===== src/rtl/fifo_wr_arbiter_if.sv =====
// rtl/fifo_wr_arbiter_if.sv - producer/FIFO write-side bundle shared by fifo_wr_arbiter
interface fifo_wr_arbiter_if #(
  parameter int NREQ   = 4,
  parameter int DATA_W = 8,
  parameter int CNT_W  = 4
);
  logic [NREQ-1:0]        req;
  logic [NREQ*DATA_W-1:0] req_data;
  logic [NREQ-1:0]        gnt;
  logic [CNT_W-1:0]       fifo_words;
  logic                   wr_en;
  logic [DATA_W-1:0]      fifo_data;
  logic                   throttled;

  // master: producers plus FIFO status; slave: the arbiter itself
  modport master (
    output req, req_data, fifo_words,
    input  gnt, wr_en, fifo_data, throttled
  );

  modport slave (
    input  req, req_data, fifo_words,
    output gnt, wr_en, fifo_data, throttled
  );
endinterface


===== src/rtl/fifo_wr_arbiter.sv =====
// rtl/fifo_wr_arbiter.sv - round-robin burst arbiter for one FIFO write port with watermark throttle
module fifo_wr_arbiter #(
  parameter int NREQ    = 4,
  parameter int DATA_W  = 8,
  parameter int CNT_W   = 4,
  parameter int HIGH_WM = 5,
  parameter int LOW_WM  = 2,
  parameter int BURST   = 3
) (
  input  logic               clk,
  input  logic               rst_n,
  fifo_wr_arbiter_if.slave   bus
);

  localparam int IDX_W = (NREQ > 1) ? $clog2(NREQ) : 1;
  localparam int BC_W  = (BURST > 1) ? $clog2(BURST) : 1;

  localparam logic [CNT_W-1:0] HIGH_WM_C = CNT_W'(HIGH_WM);
  localparam logic [CNT_W-1:0] LOW_WM_C  = CNT_W'(LOW_WM);
  localparam logic [BC_W-1:0]  LAST_BEAT = BC_W'(BURST - 1);
  localparam logic [IDX_W-1:0] LAST_IDX  = IDX_W'(NREQ - 1);

  typedef enum logic [1:0] {
    IDLE      = 2'd0,
    GRANT     = 2'd1,
    THROTTLED = 2'd2
  } state_t;

  state_t            state;
  logic [IDX_W-1:0]  owner;
  logic [IDX_W-1:0]  rr_ptr;
  logic [BC_W-1:0]   beat_cnt;

  logic              hi_wm;
  logic              lo_wm;
  logic [IDX_W-1:0]  owner_nxt;
  logic              win_found;
  logic [IDX_W-1:0]  win_idx;
  logic [IDX_W-1:0]  cand;
  logic [NREQ-1:0]   gnt_v;
  logic [DATA_W-1:0] data_arr [NREQ];

  assign hi_wm     = (bus.fifo_words >= HIGH_WM_C);
  assign lo_wm     = (bus.fifo_words <= LOW_WM_C);
  assign owner_nxt = (owner == LAST_IDX) ? '0 : owner + 1'b1;

  // First asserted request scanning upward from rr_ptr, wrapping at NREQ.
  always_comb begin
    win_found = 1'b0;
    win_idx   = '0;
    cand      = '0;
    for (int k = 0; k < NREQ; k++) begin
      cand = IDX_W'((int'(rr_ptr) + k) % NREQ);
      if (!win_found && bus.req[cand]) begin
        win_found = 1'b1;
        win_idx   = cand;
      end
    end
  end

  always_comb begin
    for (int i = 0; i < NREQ; i++) begin
      data_arr[i] = bus.req_data[i*DATA_W +: DATA_W];
    end
  end

  // Gating on hi_wm here, not in the FSM, is what keeps occupancy from overshooting.
  always_comb begin
    gnt_v = '0;
    if (state == GRANT && bus.req[owner] && !hi_wm) begin
      gnt_v[owner] = 1'b1;
    end
  end

  assign bus.gnt       = gnt_v;
  assign bus.wr_en     = |gnt_v;
  assign bus.fifo_data = (|gnt_v) ? data_arr[owner] : '0;
  assign bus.throttled = (state == THROTTLED);

  always_ff @(posedge clk or negedge rst_n) begin
    if (!rst_n) begin
      state    <= IDLE;
      owner    <= '0;
      rr_ptr   <= '0;
      beat_cnt <= '0;
    end else begin
      case (state)
        IDLE: begin
          if (hi_wm) begin
            state <= THROTTLED;
          end else if (win_found) begin
            owner    <= win_idx;
            beat_cnt <= '0;
            state    <= GRANT;
          end
        end
        GRANT: begin
          // Watermark outranks both req drop and burst end.
          if (hi_wm) begin
            state  <= THROTTLED;
            rr_ptr <= owner_nxt;
          end else if (!bus.req[owner]) begin
            state  <= IDLE;
            rr_ptr <= owner_nxt;
          end else if (beat_cnt == LAST_BEAT) begin
            state  <= IDLE;
            rr_ptr <= owner_nxt;
          end else begin
            beat_cnt <= beat_cnt + 1'b1;
          end
        end
        THROTTLED: begin
          if (lo_wm) begin
            state <= IDLE;
          end
        end
        default: state <= IDLE;
      endcase
    end
  end

endmodule


===== src/flat_wrapper.sv =====
// flat-port wrapper written by rule: the top's interface ports become plain ports
module fifo_wr_arbiter_flat 
#(
  parameter int NREQ    = 4,
  parameter int DATA_W  = 8,
  parameter int CNT_W   = 4,
  parameter int HIGH_WM = 5,
  parameter int LOW_WM  = 2,
  parameter int BURST   = 3
)
  (clk, rst_n, bus_req, bus_req_data, bus_fifo_words, bus_gnt, bus_wr_en, bus_fifo_data, bus_throttled);
  fifo_wr_arbiter_if #(.NREQ(NREQ), .DATA_W(DATA_W), .CNT_W(CNT_W)) bus_i ();
  input  logic clk;
  input  logic rst_n;
  input wire logic [$bits(bus_i.req)-1:0] bus_req;
  input wire logic [$bits(bus_i.req_data)-1:0] bus_req_data;
  input wire logic [$bits(bus_i.fifo_words)-1:0] bus_fifo_words;
  output wire logic [$bits(bus_i.gnt)-1:0] bus_gnt;
  output wire logic [$bits(bus_i.wr_en)-1:0] bus_wr_en;
  output wire logic [$bits(bus_i.fifo_data)-1:0] bus_fifo_data;
  output wire logic [$bits(bus_i.throttled)-1:0] bus_throttled;
  assign bus_i.req = bus_req;
  assign bus_i.req_data = bus_req_data;
  assign bus_i.fifo_words = bus_fifo_words;
  assign bus_gnt = bus_i.gnt;
  assign bus_wr_en = bus_i.wr_en;
  assign bus_fifo_data = bus_i.fifo_data;
  assign bus_throttled = bus_i.throttled;
  fifo_wr_arbiter #(.NREQ(NREQ), .DATA_W(DATA_W), .CNT_W(CNT_W), .HIGH_WM(HIGH_WM), .LOW_WM(LOW_WM), .BURST(BURST)) u_core (.clk(clk), .rst_n(rst_n), .bus(bus_i));
endmodule

===== config.mk =====
export PLATFORM = sky130hd
export DESIGN_NAME = fifo_wr_arbiter_flat
export DESIGN_NICKNAME = d
export VERILOG_FILES = /design/src/rtl/fifo_wr_arbiter_if.sv /design/src/rtl/fifo_wr_arbiter.sv /design/src/flat_wrapper.sv
export SDC_FILE = /design/constraint.sdc
export NUM_CORES = 1
export LEC_CHECK = 0
export ABC_AREA = 0
export BUFFER_PORTS_ARGS = -buffer_cell sky130_fd_sc_hd__buf_2
export CORE_ASPECT_RATIO = 0.75
export CORE_MARGIN = 3
export CORE_UTILIZATION = 33
export DETAILED_ROUTE_END_ITERATION = 7
export GPL_ROUTABILITY_DRIVEN = 1
export REMOVE_ABC_BUFFERS = 1
export SLEW_MARGIN = 20
export SYNTH_ARGS = -nofsm -noshare
export SYNTH_HDL_FRONTEND = slang
export SYNTH_SLANG_ARGS = --single-unit

===== constraint.sdc =====
create_clock -name clk -period 2.5 [get_ports clk]
set_input_delay 0.5 -clock clk [delete_from_list [all_inputs] [get_ports clk]]
set_output_delay 0.5 -clock clk [all_outputs]
set_load 0.02 [all_outputs]

==> metrics.csv <==
stage;metric;value;unit
setup_path;crit-path cells;mux4_2, and4b_2, o41ai_4, buf_6, nor2b_1, buf_2;
clock_network;H-Tree Level Count;1;
clock_network;root buffer cell;clkbuf_4;
finish;Non-Filler Instances;182;
setup_path;Reg-to-Reg End;u_core.rr_ptr[0]$_DFFE_PN0P_;
clock_network;TritonCTS Buffers;3;
setup_path;family with the most delay on the worst path;multiplexers;
routing;Routed Antenna Nets;0;
timing;setup TNS;0;ps
routing;DRT Pass-1 Iters;4;
floorplanning;core area;0.00242;sq mm
power;Leakage;0.000640;uW
setup_path;max incr delay on CP;540;ps
timing;fin crit period;2430;ps
setup_path;RR Startpoint;u_core.owner[0]$_DFFE_PN0P_;
clock_network;CTS hold repair buffers;0;
synthesis;Distinct cells, synth;31;
timing;Clock Skew;8.27;ps
timing;Slew Limit Fails;0;
synthesis;sequential element share of the synthesized area;22.7;%
placement;GP Congestion;0.767;
routing;Vias/cell;4.85;
power;peak supply drop;0.452;mV
finish;fin area;0.00129;sq mm
synthesis;Post-Synthesis Cells;85;
clock_network;clk_lat worst skew;260;ps
placement;Post-DP Area;0.00121;sq mm
timing;Final WS setup;74.7;ps
clock_network;Sink Count;8;
clock_network;clock-pin slew on the worst setup and hold paths;60;ps
timing;crit share post-route;97.0;%
finish;fill cell count;221;
routing;Initial DRC Count;21;
timing;Slew HR;76.2;%
setup_path;internal reg-to-reg setup slack;730;ps
setup_path;CP startpoint kind;register;
synthesis;Synth Cell Area;882;sq um
clock_network;clock buffer depth;2;
grt;first-pass GRT wire length;3800;um
power;power density cells;686;mW/mm^2
worst_hold_path;class of the worst hold path;primary input to asynchronous set/reset pin;
synthesis;Avg Synthesized Cell Area;10.4;sq um
routing;routed len/inst;13.4;um
synthesis;Synth Warn #;0;
placement;DP Wirelength;2130;um
finish;Layout area overhead;46.0;%
grt;Tot GR Track Use;14.7;%
placement;pre-CTS setup slack;79.9;ps
floorplanning;I/O Pins;56;
setup_path;Worst path slowest cell;mux4_2;
setup_path;Critical path buffers and inverters;2;
placement;Cells after DPL;175;
grt;largest net degree at the start of global routing;11;
timing;worst hold slack;76.8;ps
floorplanning;Die W;65.7;um
setup_path;WP data arrival;1930;ps
run_status;status;finished, final reports clean;
finish;register area;201;sq um
finish;Layout Nets;197;
floorplanning;die area;0.00334;sq mm
setup_path;Worst setup EP type;output port;
finish;Multi-input gate area;658;sq um
setup_path;Setup Crit Path Kind;register to output port;
grt;grt total ovfl;0;
finish;share of layout cells above drive strength 1;54.1;%
floorplanning;die height;50.8;um
timing;FMAX;0.412;GHz
timing;Final Hold Violating Endpoints;0;
floorplanning;standard-cell row count;15;
setup_path;Crit path required time;2000;ps
routing;Detailed Route WL;2440;um
timing;setup repair after global routing missed its margin;true;
timing;Worst-Margin Slew;354;ps
finish;Diodes inserted;0;
grt;vias in the first global route;862;
clock_network;CTS tree;done;
floorplanning;initial cell density of the core;36.4;%
setup_path;peak fanout along the critical path;9;
placement;Port Buffers;55;
synthesis;flops & latches, synth;8;
timing;endpoints failing setup;0;
flow_run;max cap viols;0;
routing;DR DRC count;0;
setup_path;worst reg2reg path depth;4;
routing;via count;882;
grt;initial antenna violation count;0;
## stage by stage
stage / total power, uW / util [%]
after global placement: 720 / 50.1
after global routing: 957 / 53.2
after CTS: 856 / 51.5
after floorplan: 575 / -
final: 883 / 53.2
after detailed placement: 738 / 50.1
## placed cells by master (no fill, tap or decap), types with 2 or more instances in the layout
| cell type | instances |
|---|---|
| and2_1 | 5 |
| inv_1 | 5 |
| nor2_1 | 4 |
| nand2b_1 | 2 |
| mux4_2 | 8 |
| nor2b_1 | 11 |
| mux2_1 | 3 |
| a21oi_1 | 5 |
| inv_2 | 2 |
| buf_4 | 8 |
| ha_1 | 5 |
| dfrtp_1 | 7 |
| clkbuf_4 | 3 |
| buf_2 | 53 |
| o21ai_0 | 2 |
| or4_1 | 2 |
| nand2_1 | 2 |
| mux2i_1 | 3 |
| o21ai_1 | 2 |
## worst max path at each step
stage | end | startpoint | slack [ps] | cells after the start
finish | bus_fifo_data[6] | u_core.owner[0]$_DFFE_PN0P_ | 70 | 6
global route | bus_fifo_data[1] | u_core.owner[0]$_DFFE_PN0P_ | -5 | 6
CTS | bus_fifo_data[6] | u_core.owner[0]$_DFFE_PN0P_ | 40 | 5
detailed placement | bus_fifo_data[6] | u_core.owner[0]$_DFFE_PN0P_ | 80 | 5
global placement | bus_fifo_data[6] | bus_req[3] | 170 | 6
floorplan | bus_fifo_data[0] | u_core.owner[0]$_DFFE_PN0P_ | 120 | 4
## power by group
group	switching (uW)	internal (uW)
sequential	49.0	172
combinational	236	325
clock	46.0	55.1
## kinds of logic (layout without fill, tap and decap cells)
| logic type | count (synthesis) | count (layout) | share of synthesized area (%) |
|---|---|---|---|
| AO/OA/AOI/OAI | 16 | 16 | 13.1 |
| adder cells (fa/ha/maj) | 5 | 5 | 7.09 |
| buffers and inverters | 9 | 72 | 4.11 |
| flip-flops | 8 | 8 | 22.7 |
| multiplexers | 15 | 15 | 30.6 |
| AND/OR/NAND/NOR | 32 | 32 | 22.4 |
## flip-flops by register name, indices dropped and copies added, names as in the netlist
name and cells:
u_core.owner 2, u_core.rr_ptr 2, u_core.beat_cnt 2, u_core.state 2
## synth_stat cells, drive strengths merged
master	number	area [sq um]
nor2b	12	82.6
mux4	9	206
dfrtp	8	200
inv	7	26.3
a21oi	5	25.0
and2	5	31.3
ha	5	62.6
nor2	4	15.0
o21ai	4	20.0
mux2	3	33.8
mux2i	3	30.0
buf	2	10.0
nand2	2	7.51
nand2b	2	12.5
or4	2	15.0
a21boi	1	11.3
a221o	1	10.0
a311oi	1	8.76
and4b	1	10.0
nand3	1	5.00
nand3b	1	7.51
nor3	1	5.00
nor4	1	6.26
o211ai	1	7.51
o311ai	1	8.76
o31ai	1	7.51
o41ai	1	16.3
## layout make-up
cell class / count / share of cell area [%]
tap: 34 / 3.30
inverter: 7 / 2.04
timing repair buffer: 62 / 26.1
clock buffer: 3 / 1.75
sequential: 8 / 15.6
multi-input combinational: 68 / 51.1
## routing by layer
| metal | up-vias | track usage [%] | wire (um) |
|---|---|---|---|
| li1 | 452 | - | - |
| met1 | 412 | 19.6 | 1120 |
| met2 | 16 | 23.6 | 1210 |
| met3 | 2 | 3.36 | 103 |
| met4 | 0 | 4.14 | 12 |
| met5 | - | 0 | 0 |
## repair_timing
action,4_1_cts,5_1_grt
cloned,0,0
gates resized for setup,2,4
pin swaps,0,1
endpoints found under the setup margin,9,8
setup buffers,0,4
(Power assumes the default switching activity.)
